`src/rtl/ddio_in_capture.sv`:
```
// rtl/ddio_in_capture.sv - double-data-rate input capture register for the ADC LVDS data lanes
//
// Ports:
//   inclock    bit clock; both of its edges sample datain
//   aclr       asynchronous active-high clear of every register
//   inclocken  capture enable, sampled on each edge (1 = capture)
//   datain     DDR serial data, one bit per lane
//   dataout_h  datain at the most recent rising edge (later-in-time bit)
//   dataout_l  datain at the falling edge just before that rising edge
module ddio_in_capture #(
    parameter int WIDTH         = 8,
    parameter int POWER_UP_HIGH = 0
) (
    input  logic             inclock,
    input  logic             aclr,
    input  logic             inclocken,
    input  logic [WIDTH-1:0] datain,
    output logic [WIDTH-1:0] dataout_h,
    output logic [WIDTH-1:0] dataout_l
);

    localparam logic [WIDTH-1:0] RST_VAL = (POWER_UP_HIGH != 0) ? {WIDTH{1'b1}} : {WIDTH{1'b0}};

    // Declaration values give the power-up state, identical to the reset state.
    logic [WIDTH-1:0] reg_h   = RST_VAL;
    logic [WIDTH-1:0] reg_neg = RST_VAL;
    logic [WIDTH-1:0] reg_l   = RST_VAL;

    // Falling-edge sample; only lives for half a period before being
    // moved into the rising-edge domain by reg_l.
    always_ff @(negedge inclock or posedge aclr) begin
        if (aclr) begin
            reg_neg <= RST_VAL;
        end else if (inclocken) begin
            reg_neg <= datain;
        end
    end

    // Both output registers update on the same rising edge so the h/l pair
    // stays coherent for the whole following period.
    always_ff @(posedge inclock or posedge aclr) begin
        if (aclr) begin
            reg_h <= RST_VAL;
            reg_l <= RST_VAL;
        end else if (inclocken) begin
            reg_h <= datain;
            reg_l <= reg_neg;
        end
    end

    assign dataout_h = reg_h;
    assign dataout_l = reg_l;

endmodule

```
`config.mk`:
```
export PLATFORM = sky130hd
export DESIGN_NAME = ddio_in_capture
export DESIGN_NICKNAME = d
export VERILOG_FILES = /design/src/rtl/ddio_in_capture.sv
export SDC_FILE = /design/constraint.sdc
export NUM_CORES = 1
export LEC_CHECK = 0
export ABC_AREA = 1
export CELL_PAD_IN_SITES_DETAIL_PLACEMENT = 0
export CELL_PAD_IN_SITES_GLOBAL_PLACEMENT = 1
export CORE_MARGIN = 4
export CORE_UTILIZATION = 33
export CTS_CLUSTER_DIAMETER = 30
export DETAILED_ROUTE_END_ITERATION = 10
export PLACE_DENSITY = 0.82
export SYNTH_ARGS = -nofsm -noshare
export SYNTH_HDL_FRONTEND = slang
export SYNTH_SLANG_ARGS = --single-unit
```
`constraint.sdc`:
```
create_clock -name inclock -period 0.8 [get_ports inclock]
set_input_delay 0.24 -clock inclock [delete_from_list [all_inputs] [get_ports inclock]]
set_output_delay 0.24 -clock inclock [all_outputs]
set_load 0.01 [all_outputs]
```
==> run metrics <==
share of the synthesized area in the top cell type 44.7%; failing checks negative setup slack; clock sink count 24; status finished, violations left; Setup Viol. Count Final 34; CP Data Arrival Time 0.88 ns; Top Family by Delay on Critical Path flip-flops; Crit-path slowest cell dfrtp_1; Unique masters post-synth 6; critical path startpoint dataout_h[2]; Final Max Tran Viols 0; Cell Pwr Density 1570 mW/mm^2; Reg2Reg Launch Point reg_neg[7]; top post-synthesis cells by area dfrtp_1, nand2_1, dfrtn_1, buf_6, inv_4; Avg Cell Area, Syn 9.53 um^2; syn_nets 105; total gr overflow 0; Fin Setup TNS -6.69 ns; asr flop ratio synth 100%; unrepaired setup endpoints after global routing yes; initial antenna violation count 0; Critical Path Start Type flop; largest net degree at the start of global routing 14; final hold vios 0; fmax 0.891 GHz; Max-slew headroom 81.3%; initial DRC count 19; antenna-violating nets left 0; Core Box Area 0.00252 mm^2; per-cell routed wire length 12.1 um; synthesis warning total 0; Main synth FF type dfrtp_1; final wirelength 2540 um; Die Area 0.00361 mm^2; Worst-Skew Late Latency 0.31 ns; buffer and inverter count on the worst path 1; drt pass-1 iters 4; final instance area 0.00169 mm^2; detailed placement HPWL 1430 um; mapped cell area 896 um^2; min cycle time layout 1.12 ns; Commonest cells post-synth nand2_1, dfrtp_1, dfrtn_1; Ports 27; leading area contributor after synthesis dfrtp_1; Worst Tran Pin Value 0.281 ns; cells on worst reg2reg path 2; Post-synth EDFFs 0; drc violations 0; Fin Clk Skew 0.00667 ns; crit end category output pin; Reg-to-Reg End dataout_l[7]; Placement Rows 18; worst setup slack after layout -0.322 ns; Hold Crit Depth 4; slowest stage delay, CP 0.42 ns; kind of critical path flop to output pin; Post-CTS Hold Fix Bufs 0; Clk pin slew, worst setup/hold paths 0.13 ns; Leak Pwr 0.982 nW; Critical path destination dataout_h[2]; Tot Pwr 2.65 mW; first-pass GRT wire length 3860 um; CTS buffer count 3; Inserted Diodes 0; vias in the first global route 885; Placed Area 0.00133 mm^2; Yosys reg bits 24; Seq/Total Area, Yosys 67.0%; via count 933; Global Route Usage Sum 14.3%; Layout Nets 193; share of layout cells above drive strength 1 55.6%; Initial Utilization 35.5%; Critical Path Fanout Max 2; fin util 67.0%; Min-Delay Path Class input pin to flop; max cap viols 0; most common cell in the netlist nand2_1; CTS H-Tree Depth 1; RD Place Congestion 0.729; CP Cell Sequence buf_2; reg-to-reg slack, setup -0.24 ns; Area growth syn-to-layout 88.5%; TritonCTS clock tree done; Die X 60.1 um; CP required 0.56 ns; port buffer count 26; Cells after Synth 94; worst-case clock buffer depth 2; DR vias/cell 4.44; Final period util 140%; VDD IR max 1.00 mV; die extent in y 60.1 um; Worst path depth 1; Root Buffer clkbuf_4
==> state kept, by name, indices dropped and copies added (netlist names) <==
name and flops:
reg_neg 8, dataout_h 8, dataout_l 8
==> worst min-delay path: stages <==
cell and delay (ns):
clkdlybuf4s15_1 0.20, nand2_4 0.07, buf_4 0.10, nand2_1 0.04
==> report_power, final <==
group / total [mW] / switching [mW] / internal [mW] / leakage, nW
registers: 1.40 / 0.0657 / 1.33 / 0.295
clock network: 0.531 / 0.355 / 0.176 / 0.0138
logic: 0.720 / 0.309 / 0.411 / 0.674
total: 2.65 / 0.730 / 1.92 / 0.982
==> worst min path at each step <==
stage | from | endpoint | slack [ns]
3_3_place_gp | reg_neg[2] | reg_neg[2] | 0.41
3_5_place_dp | reg_neg[0] | reg_neg[0] | 0.42
6_report | datain[1] | dataout_h[1] | 0.36
5_1_grt | datain[1] | dataout_h[1] | 0.36
2_1_floorplan | aclr | dataout_h[0] | 0.12
4_1_cts | inclocken | dataout_l[0] | 0.26
==> through the flow <==
| stage | hold slack [ns] | setup WS [ns] | std cells |
|---|---|---|---|
| 6_report | 0.359 | -0.322 | 210 |
| 4_1_cts | 0.258 | -0.317 | 196 |
| 3_5_place_dp | 0.423 | -0.872 | 169 |
| 2_1_floorplan | 0.118 | -0.330 | 94 |
| 5_1_grt | 0.362 | -0.348 | 210 |
| 3_3_place_gp | 0.414 | -0.835 | 169 |
==> layout by cell type (no fill, tap or decap) <==
cell and count:
buf_2 14, buf_4 57, buf_6 2, buf_8 4, clkbuf_2 2, clkbuf_4 3, clkdlybuf4s15_1 6, clkdlybuf4s50_1 1
clkinv_8 1, clkinvlp_4 1, dfrtn_1 8, dfrtp_1 16, inv_8 1, nand2_1 49, nand2_2 4, nand2_4 11
==> per-layer routing <==
metal  global-route usage, %  wire (um)  vias to the layer above
li1                        -          -                      453
met1                    17.5        964                      451
met2                    25.0       1420                       27
met3                    1.94        134                        2
met4                    5.70         14                        0
met5                       0          0                        -
==> layout make-up <==
class	instances	area, um^2
clock buffers	3	22.5
repair inverters	1	11.3
multi-input cells	64	333
repair buffers	86	661
well taps	30	37.5
flip-flops and latches	24	601
fillers	204	833
inverters	2	23.8
==> cells by family after synthesis <==
kind of cell | Yosys count | share of synthesized area (%)
simple gates | 64 | 26.8
flops | 24 | 67.0
buf+inv | 6 | 6.14
==> what timing repair did <==
action                                 4_1_cts  5_1_grt
cloned                                       0        1
endpoints found under the hold margin        0        0
pin swaps                                   20       10
setup endpoints to repair                   40       33
gates resized for setup                     95       29
buffers inserted                            25       14
No activity file was read; power rests on OpenSTA's default activity.
